File: src/rtl/uart_mem_responder_pkg.sv
// Shared constants and state encoding for the UART memory responder and its byte sender.
package uart_mem_responder_pkg;

    localparam logic [7:0] CMD_WR  = 8'h57;
    localparam logic [7:0] CMD_RD  = 8'h52;
    localparam logic [7:0] RSP_OK  = 8'h4B;
    localparam logic [7:0] RSP_ERR = 8'h3F;

    localparam logic [3:0] ST_IDLE      = 4'd0;
    localparam logic [3:0] ST_GET_ADDR  = 4'd1;
    localparam logic [3:0] ST_GET_DATA  = 4'd2;
    localparam logic [3:0] ST_MEM_WR    = 4'd3;
    localparam logic [3:0] ST_MEM_RD    = 4'd4;
    localparam logic [3:0] ST_MEM_CAP   = 4'd5;
    localparam logic [3:0] ST_SEND      = 4'd6;
    localparam logic [3:0] ST_WAIT_ACT  = 4'd7;
    localparam logic [3:0] ST_WAIT_DONE = 4'd8;

    typedef enum logic [3:0] {
        StIdle     = ST_IDLE,
        StGetAddr  = ST_GET_ADDR,
        StGetData  = ST_GET_DATA,
        StMemWr    = ST_MEM_WR,
        StMemRd    = ST_MEM_RD,
        StMemCap   = ST_MEM_CAP,
        StSend     = ST_SEND,
        StWaitAct  = ST_WAIT_ACT,
        StWaitDone = ST_WAIT_DONE
    } state_e;

    function automatic logic [31:0] word_addr(input logic [31:0] addr);
        return {addr[31:2], 2'b00};
    endfunction

endpackage

File: src/rtl/uart_mem_responder_if.sv
// UART handshake and word-wide memory port bundle; master is the responder side.
interface uart_mem_responder_if;

    logic        RX_STATUS;
    logic [7:0]  RX_DATA;
    logic        TX_STATUS;
    logic        TX_EN;
    logic [7:0]  TX_DATA;
    logic        mem_rd;
    logic        mem_wr;
    logic [31:0] mem_addr;
    logic [31:0] mem_wdata;
    logic [31:0] mem_rdata;

    modport master (
        input  RX_STATUS, RX_DATA, TX_STATUS, mem_rdata,
        output TX_EN, TX_DATA, mem_rd, mem_wr, mem_addr, mem_wdata
    );

    modport slave (
        output RX_STATUS, RX_DATA, TX_STATUS, mem_rdata,
        input  TX_EN, TX_DATA, mem_rd, mem_wr, mem_addr, mem_wdata
    );

endinterface

File: src/rtl/uart_byte_sender.sv
// Sends one byte per start through the UART transmitter busy handshake; done pulses when
// the transmitter has gone idle again, and a start in that same cycle chains the next byte.
module uart_byte_sender
    import uart_mem_responder_pkg::*;
(
    input  logic       clk,
    input  logic       reset,
    input  logic       start_i,
    input  logic [7:0] byte_i,
    input  logic       tx_status_i,
    output logic       tx_en_o,
    output logic [7:0] tx_data_o,
    output logic       done_o
);

    state_e     state_q, state_d;
    logic [7:0] data_q, data_d;

    always_comb begin
        state_d = state_q;
        data_d  = data_q;
        tx_en_o = 1'b0;
        done_o  = 1'b0;
        unique case (state_q)
            StSend: begin
                if (!tx_status_i) begin
                    tx_en_o = 1'b1;
                    state_d = StWaitAct;
                end
            end
            // Transmitter raises TX_STATUS one cycle after TX_EN.
            StWaitAct: state_d = StWaitDone;
            StWaitDone: begin
                if (!tx_status_i) begin
                    done_o  = 1'b1;
                    state_d = StIdle;
                end
            end
            default: state_d = StIdle;
        endcase
        if (start_i && (state_q == StIdle || done_o)) begin
            state_d = StSend;
            data_d  = byte_i;
        end
    end

    always_ff @(posedge clk) begin
        if (reset) begin
            state_q <= StIdle;
            data_q  <= 8'h00;
        end else begin
            state_q <= state_d;
            data_q  <= data_d;
        end
    end

    assign tx_data_o = data_q;

endmodule

File: src/rtl/uart_mem_responder.sv
// Host-side debug responder: decodes UART W/R commands into word memory accesses and replies.
// Optional inter-byte timeout enabled by defining CMD_TIMEOUT_EN.
module uart_mem_responder
    import uart_mem_responder_pkg::*;
#(
    parameter int unsigned TIMEOUT_CYCLES = 32'd1_000_000
) (
    input  logic                 clk,
    input  logic                 reset,
    uart_mem_responder_if.master bus,
    output logic                 hold,
    output logic                 busy
);

    state_e      state_q, state_d;
    logic        is_wr_q, is_wr_d;
    logic [1:0]  rx_cnt_q, rx_cnt_d;
    logic [31:0] addr_q, addr_d;
    logic [31:0] wdata_q, wdata_d;
    logic [31:0] rsp_q, rsp_d;
    logic [2:0]  rsp_cnt_q, rsp_cnt_d;
    logic        mem_rd_q, mem_rd_d;
    logic        mem_wr_q, mem_wr_d;
    logic        busy_q, busy_d;

    logic        snd_start;
    logic [7:0]  snd_byte;
    logic        snd_done;

`ifdef CMD_TIMEOUT_EN
    logic [31:0] to_cnt_q, to_cnt_d;
`else
    logic        unused_timeout;
    assign unused_timeout = ^TIMEOUT_CYCLES;
`endif

    always_comb begin
        state_d   = state_q;
        is_wr_d   = is_wr_q;
        rx_cnt_d  = rx_cnt_q;
        addr_d    = addr_q;
        wdata_d   = wdata_q;
        rsp_d     = rsp_q;
        rsp_cnt_d = rsp_cnt_q;
        snd_start = 1'b0;
        snd_byte  = 8'h00;
        unique case (state_q)
            StIdle: begin
                if (bus.RX_STATUS) begin
                    is_wr_d  = (bus.RX_DATA == CMD_WR);
                    rx_cnt_d = 2'd0;
                    if (bus.RX_DATA == CMD_WR || bus.RX_DATA == CMD_RD) begin
                        state_d = StGetAddr;
                    end else begin
                        rsp_cnt_d = 3'd1;
                        snd_start = 1'b1;
                        snd_byte  = RSP_ERR;
                        state_d   = StSend;
                    end
                end
            end
            StGetAddr: begin
                if (bus.RX_STATUS) begin
                    addr_d   = {addr_q[23:0], bus.RX_DATA};
                    rx_cnt_d = rx_cnt_q + 2'd1;
                    if (rx_cnt_q == 2'd3) begin
                        state_d = is_wr_q ? StGetData : StMemRd;
                    end
                end
            end
            StGetData: begin
                if (bus.RX_STATUS) begin
                    wdata_d  = {wdata_q[23:0], bus.RX_DATA};
                    rx_cnt_d = rx_cnt_q + 2'd1;
                    if (rx_cnt_q == 2'd3) begin
                        state_d = StMemWr;
                    end
                end
            end
            StMemWr: begin
                rsp_cnt_d = 3'd1;
                snd_start = 1'b1;
                snd_byte  = RSP_OK;
                state_d   = StSend;
            end
            StMemRd: state_d = StMemCap;
            StMemCap: begin
                rsp_d     = bus.mem_rdata;
                rsp_cnt_d = 3'd4;
                snd_start = 1'b1;
                snd_byte  = bus.mem_rdata[31:24];
                state_d   = StSend;
            end
            // The sender owns the per-byte handshake; here we only sequence the bytes.
            StSend: begin
                if (snd_done) begin
                    rsp_cnt_d = rsp_cnt_q - 3'd1;
                    if (rsp_cnt_q == 3'd1) begin
                        state_d = StIdle;
                    end else begin
                        rsp_d     = {rsp_q[23:0], 8'h00};
                        snd_start = 1'b1;
                        snd_byte  = rsp_q[23:16];
                    end
                end
            end
            default: state_d = StIdle;
        endcase

`ifdef CMD_TIMEOUT_EN
        to_cnt_d = 32'd0;
        if ((state_q == StGetAddr || state_q == StGetData) && !bus.RX_STATUS) begin
            to_cnt_d = to_cnt_q + 32'd1;
            if (to_cnt_d >= TIMEOUT_CYCLES) begin
                state_d  = StIdle;
                to_cnt_d = 32'd0;
            end
        end
`endif

        mem_rd_d = (state_d == StMemRd) || (state_d == StMemCap);
        mem_wr_d = (state_d == StMemWr);
        busy_d   = (state_d != StIdle);
    end

    always_ff @(posedge clk) begin
        if (reset) begin
            state_q   <= StIdle;
            is_wr_q   <= 1'b0;
            rx_cnt_q  <= 2'd0;
            addr_q    <= 32'h0;
            wdata_q   <= 32'h0;
            rsp_q     <= 32'h0;
            rsp_cnt_q <= 3'd0;
            mem_rd_q  <= 1'b0;
            mem_wr_q  <= 1'b0;
            busy_q    <= 1'b0;
        end else begin
            state_q   <= state_d;
            is_wr_q   <= is_wr_d;
            rx_cnt_q  <= rx_cnt_d;
            addr_q    <= addr_d;
            wdata_q   <= wdata_d;
            rsp_q     <= rsp_d;
            rsp_cnt_q <= rsp_cnt_d;
            mem_rd_q  <= mem_rd_d;
            mem_wr_q  <= mem_wr_d;
            busy_q    <= busy_d;
        end
    end

`ifdef CMD_TIMEOUT_EN
    always_ff @(posedge clk) begin
        if (reset) begin
            to_cnt_q <= 32'd0;
        end else begin
            to_cnt_q <= to_cnt_d;
        end
    end
`endif

    uart_byte_sender u_sender (
        .clk         (clk),
        .reset       (reset),
        .start_i     (snd_start),
        .byte_i      (snd_byte),
        .tx_status_i (bus.TX_STATUS),
        .tx_en_o     (bus.TX_EN),
        .tx_data_o   (bus.TX_DATA),
        .done_o      (snd_done)
    );

    assign bus.mem_rd    = mem_rd_q;
    assign bus.mem_wr    = mem_wr_q;
    assign bus.mem_addr  = word_addr(addr_q);
    assign bus.mem_wdata = wdata_q;
    assign hold          = busy_q;
    assign busy          = busy_q;

endmodule

File: src/flat_wrapper.sv
// flat-port wrapper written by rule: the top's interface ports become plain ports
module uart_mem_responder_flat import uart_mem_responder_pkg::*;
#(
    parameter int unsigned TIMEOUT_CYCLES = 32'd1_000_000
)
  (clk, reset, hold, busy, bus_RX_STATUS, bus_RX_DATA, bus_TX_STATUS, bus_mem_rdata, bus_TX_EN, bus_TX_DATA, bus_mem_rd, bus_mem_wr, bus_mem_addr, bus_mem_wdata);
  uart_mem_responder_if bus_i ();
  input  logic clk;
  input  logic reset;
  output logic hold;
  output logic busy;
  input wire logic [$bits(bus_i.RX_STATUS)-1:0] bus_RX_STATUS;
  input wire logic [$bits(bus_i.RX_DATA)-1:0] bus_RX_DATA;
  input wire logic [$bits(bus_i.TX_STATUS)-1:0] bus_TX_STATUS;
  input wire logic [$bits(bus_i.mem_rdata)-1:0] bus_mem_rdata;
  output wire logic [$bits(bus_i.TX_EN)-1:0] bus_TX_EN;
  output wire logic [$bits(bus_i.TX_DATA)-1:0] bus_TX_DATA;
  output wire logic [$bits(bus_i.mem_rd)-1:0] bus_mem_rd;
  output wire logic [$bits(bus_i.mem_wr)-1:0] bus_mem_wr;
  output wire logic [$bits(bus_i.mem_addr)-1:0] bus_mem_addr;
  output wire logic [$bits(bus_i.mem_wdata)-1:0] bus_mem_wdata;
  assign bus_i.RX_STATUS = bus_RX_STATUS;
  assign bus_i.RX_DATA = bus_RX_DATA;
  assign bus_i.TX_STATUS = bus_TX_STATUS;
  assign bus_i.mem_rdata = bus_mem_rdata;
  assign bus_TX_EN = bus_i.TX_EN;
  assign bus_TX_DATA = bus_i.TX_DATA;
  assign bus_mem_rd = bus_i.mem_rd;
  assign bus_mem_wr = bus_i.mem_wr;
  assign bus_mem_addr = bus_i.mem_addr;
  assign bus_mem_wdata = bus_i.mem_wdata;
  uart_mem_responder #(.TIMEOUT_CYCLES(TIMEOUT_CYCLES)) u_core (.clk(clk), .reset(reset), .bus(bus_i), .hold(hold), .busy(busy));
endmodule
File: config.mk
export PLATFORM = sky130hd
export DESIGN_NAME = uart_mem_responder_flat
export DESIGN_NICKNAME = d
export VERILOG_FILES = /design/src/rtl/uart_mem_responder_pkg.sv /design/src/rtl/uart_mem_responder_if.sv /design/src/rtl/uart_byte_sender.sv /design/src/rtl/uart_mem_responder.sv /design/src/flat_wrapper.sv
export SDC_FILE = /design/constraint.sdc
export NUM_CORES = 1
export LEC_CHECK = 0
export ABC_CLOCK_PERIOD_IN_PS = 4400
export BUFFER_PORTS_ARGS = -buffer_cell sky130_fd_sc_hd__clkbuf_2
export CORE_ASPECT_RATIO = 0.5
export CORE_UTILIZATION = 58
export DETAILED_ROUTE_END_ITERATION = 16
export GPL_ROUTABILITY_DRIVEN = 0
export HOLD_SLACK_MARGIN = 0.15
export PLACE_DENSITY = 0.87
export SYNTH_ARGS = -nofsm -noshare
export SYNTH_HDL_FRONTEND = slang
export SYNTH_HIERARCHICAL = 1
export SYNTH_SLANG_ARGS = --single-unit
File: constraint.sdc
create_clock -name clk -period 4.4 [get_ports clk]
set_input_delay 0.66 -clock clk [delete_from_list [all_inputs] [get_ports clk]]
set_output_delay 0.66 -clock clk [all_outputs]
set_load 0.01 [all_outputs]
==> metrics.txt <==
Worst EP arrival 3.35 ns; Worst path depth 6; initial antenna violation count 0; fraction of layout cells with a size suffix above 1 25.70%; Num Clock Sinks 112; hold buffers post-CTS 0; flop2flop setup slack 1.31 ns; post-synth top area share 44.11%; Final Cycle Share 70.15%; peak fanout along the critical path 19; Starting Density 61.55%; vias in the first global route 3646; total gr overflow 0; R2R depth 6; DIE AREA 9166 um2; setup TNS 0 ns; cells after synthesis 576; Detailed Routing Iterations Pass 1 5; total length of routed wires 10.52 mm; status complete, no violations; Post-Syn Area 5084 um2; CTS HTree Levels 3; Final Max Slew Viols 0; worst setup margin 1.313 ns; post-synthesis async set-or-reset flop share 0%; CTS Buf Count 9; first-pass GRT wire length 17.24 mm; Worst setup EP type register; CP cell instances and4bb_1 > a31oi_2 > nand2b_1 > inv_1 > a2111oi_4 > mux2i_1; Yosys cell types 58; # Max-Cap Violations 0; gr usage total 24.22%; Pleak 2.115 nW; Nets 686; Final setup viols 0; crit path launch type register; Placeable Area 8259 um2; die height 68.20 um; Peak Freq 324.0 MHz; Max Buffers Root-to-Sink 2; top cells by area, synth dfxtp_1 44%, nand2_1 10%, a21oi_1 6.7%; Hold Crit Class reg2reg; CTS tree built; pre-CTS WS 1.400 ns; WL/cell 13.95 um; # rows 23; Reg clk slew, reported paths 0.07 ns; # port buffers 118; Vias 4072; DR iter-0 viols 328; ANT nets after route 0; RSZ-0062 raised after global routing false; Worst Path Required 4.66 ns; mean area per synthesized cell 8.826 um2; Worst-Margin Slew 1.144 ns; Slowest Stage Delay on Critical Path 0.81 ns; Fin. Hold Viols 0; Hold Crit Depth 2; Rel. slew slack 23.71%; area leader, netlist dfxtp_1; Final HPWL DP 7.016 mm; ys flop type dfxtp_1; fin crit period 3.087 ns; WS Path Type reg2reg; Synth Register Bits 112; fill count 678; CTS root buf clkbuf_16; antenna diode count 0; Clock Latency Late Sink 0.35 ns; pin count of the biggest net entering global routing 83; Layout area overhead 10.66%; Cell Pwr Density 336.3 nW/um2; clk_skew 0.006081 ns; peak supply drop 221.2 uV; postcts setup bufs 0; number of vias per cell 5.401; EDFF count, synth 0; Ys Warns 6; post_cts resized 0; io pins 121; Die X 134.4 um; CP max-delay cell and4bb_1; crit-path leading delay family compound AO/OA/AOI/OAI gates; DRC violations left 0; Buf/Inv on CP 1; sequential area share after synthesis 44.11%
routing by layer:
| metal | vias to the layer above | track usage (%) | part of all wire, % |
|---|---|---|---|
| met5 | - | 0 | 0 |
| met4 | 0 | 8.427 | 1.2 |
| met3 | 16 | 7.630 | 7.2 |
| met2 | 146 | 39.51 | 45 |
| met1 | 1872 | 30.79 | 46 |
| li1 | 2038 | - | - |
registers in the layout (all words and copies together), names as in the netlist:
signal                     cells
u_core/addr_q                 32
u_core/bus.mem_rd              1
u_core/bus.mem_wdata          32
u_core/bus.mem_wr              1
u_core/busy                    1
u_core/is_wr_q                 1
u_core/rsp_cnt_q               3
u_core/rsp_q                  24
u_core/rx_cnt_q                2
u_core/state_q                 4
u_core/u_sender/state_q        3
u_core/u_sender/tx_data_o      8
worst paths after layout:
kind	start	end
worst max-delay path	u_core/state_q[2]$_SDFF_PP0_	u_core/u_sender/tx_data_o[5]$_SDFFE_PP0P_
worst min-delay path	u_core/addr_q[29]$_SDFFE_PP0P_	u_core/addr_q[29]$_SDFFE_PP0P_
worst max register to register	u_core/state_q[2]$_SDFF_PP0_	u_core/u_sender/tx_data_o[5]$_SDFFE_PP0P_
worst min register to register	u_core/addr_q[29]$_SDFFE_PP0P_	u_core/addr_q[29]$_SDFFE_PP0P_
cell families after synthesis:
logic type	after synthesis	synth area share (%)
buf+inv	78	10.26
mux	29	5.759
other cells	1	0.07377
compound gates	123	17.70
flops	112	44.11
simple gates	227	20.85
fa+ha+maj	3	0.7384
xor+xnor	3	0.5170
tightest hold or removal path: stages (launching register included):
cell	delay [ns]
dfxtp_1	0.31
nand2_1	0.05
a21oi_1	0.05
cells in the final DEF, fill, tap and decap left out, drive strengths merged, types with 2 or more instances in the layout:
cell type,netlist,final
nand2,137,137
clkbuf,13,127
dfxtp,112,112
a21oi,68,68
nor2,39,39
mux2i,27,27
nand2b,26,26
a211oi,19,19
a22oi,9,9
inv,6,7
a221o,6,6
buf,59,5
clkinvlp,0,3
o21ai,3,3
nand3b,3,3
nor3,3,3
ha,3,3
conb,1,3
nor4,3,3
a31oi,3,3
and4bb,2,2
xor2,2,2
nor2b,2,2
mux2,2,2
nand4bb,2,2
nor3b,2,2
o211ai,2,2
where the power goes:
group / total (W) / internal, W / switching, W
clock network: 0.000754 / 0.000395 / 0.000358
logic: 0.000110 / 0.0000459 / 0.0000644
registers: 0.00103 / 0.00102 / 0.00000865
total: 0.00189 / 0.00146 / 0.000431
cell type report:
class                   instances  area [um2]  share of cell area, %
well taps                     112       140.1                  2.491
repair buffers                122       623.1                  11.08
clock inverters                 4       31.28                 0.5560
flip-flops and latches        112        2242                  39.86
clock buffers                  10       239.0                  4.248
multi-input cells             388        2327                  41.37
inverters                       6       22.52                 0.4004
cells in the mapped netlist (3+ instances only):
master and number:
nand2_1 137, dfxtp_1 112, a21oi_1 68, buf_4 42, nor2_1 37, mux2i_1 27, nand2b_1 26, a211oi_2 17
clkbuf_1 13, a22oi_1 9, buf_2 9, buf_6 8, a221o_1 6, inv_1 6, ha_1 3, nand3b_1 3
nor3_1 3, o21ai_0 3
through the flow:
step                      utilization [%]  cell area, um2  total power [W]  std cells  hold WS [ns]
after floorplan                         -            5091         0.001124        578        0.4321
after global placement              64.84            5355         0.001157        740        0.4389
after detailed placement            64.84            5355         0.001160        740        0.4459
after CTS                           68.11            5625         0.001909        754        0.4556
after global routing                68.11            5625         0.001974        754        0.4704
final                               68.11            5625         0.001892        754        0.4529
Power figures use the tool's default switching activity.
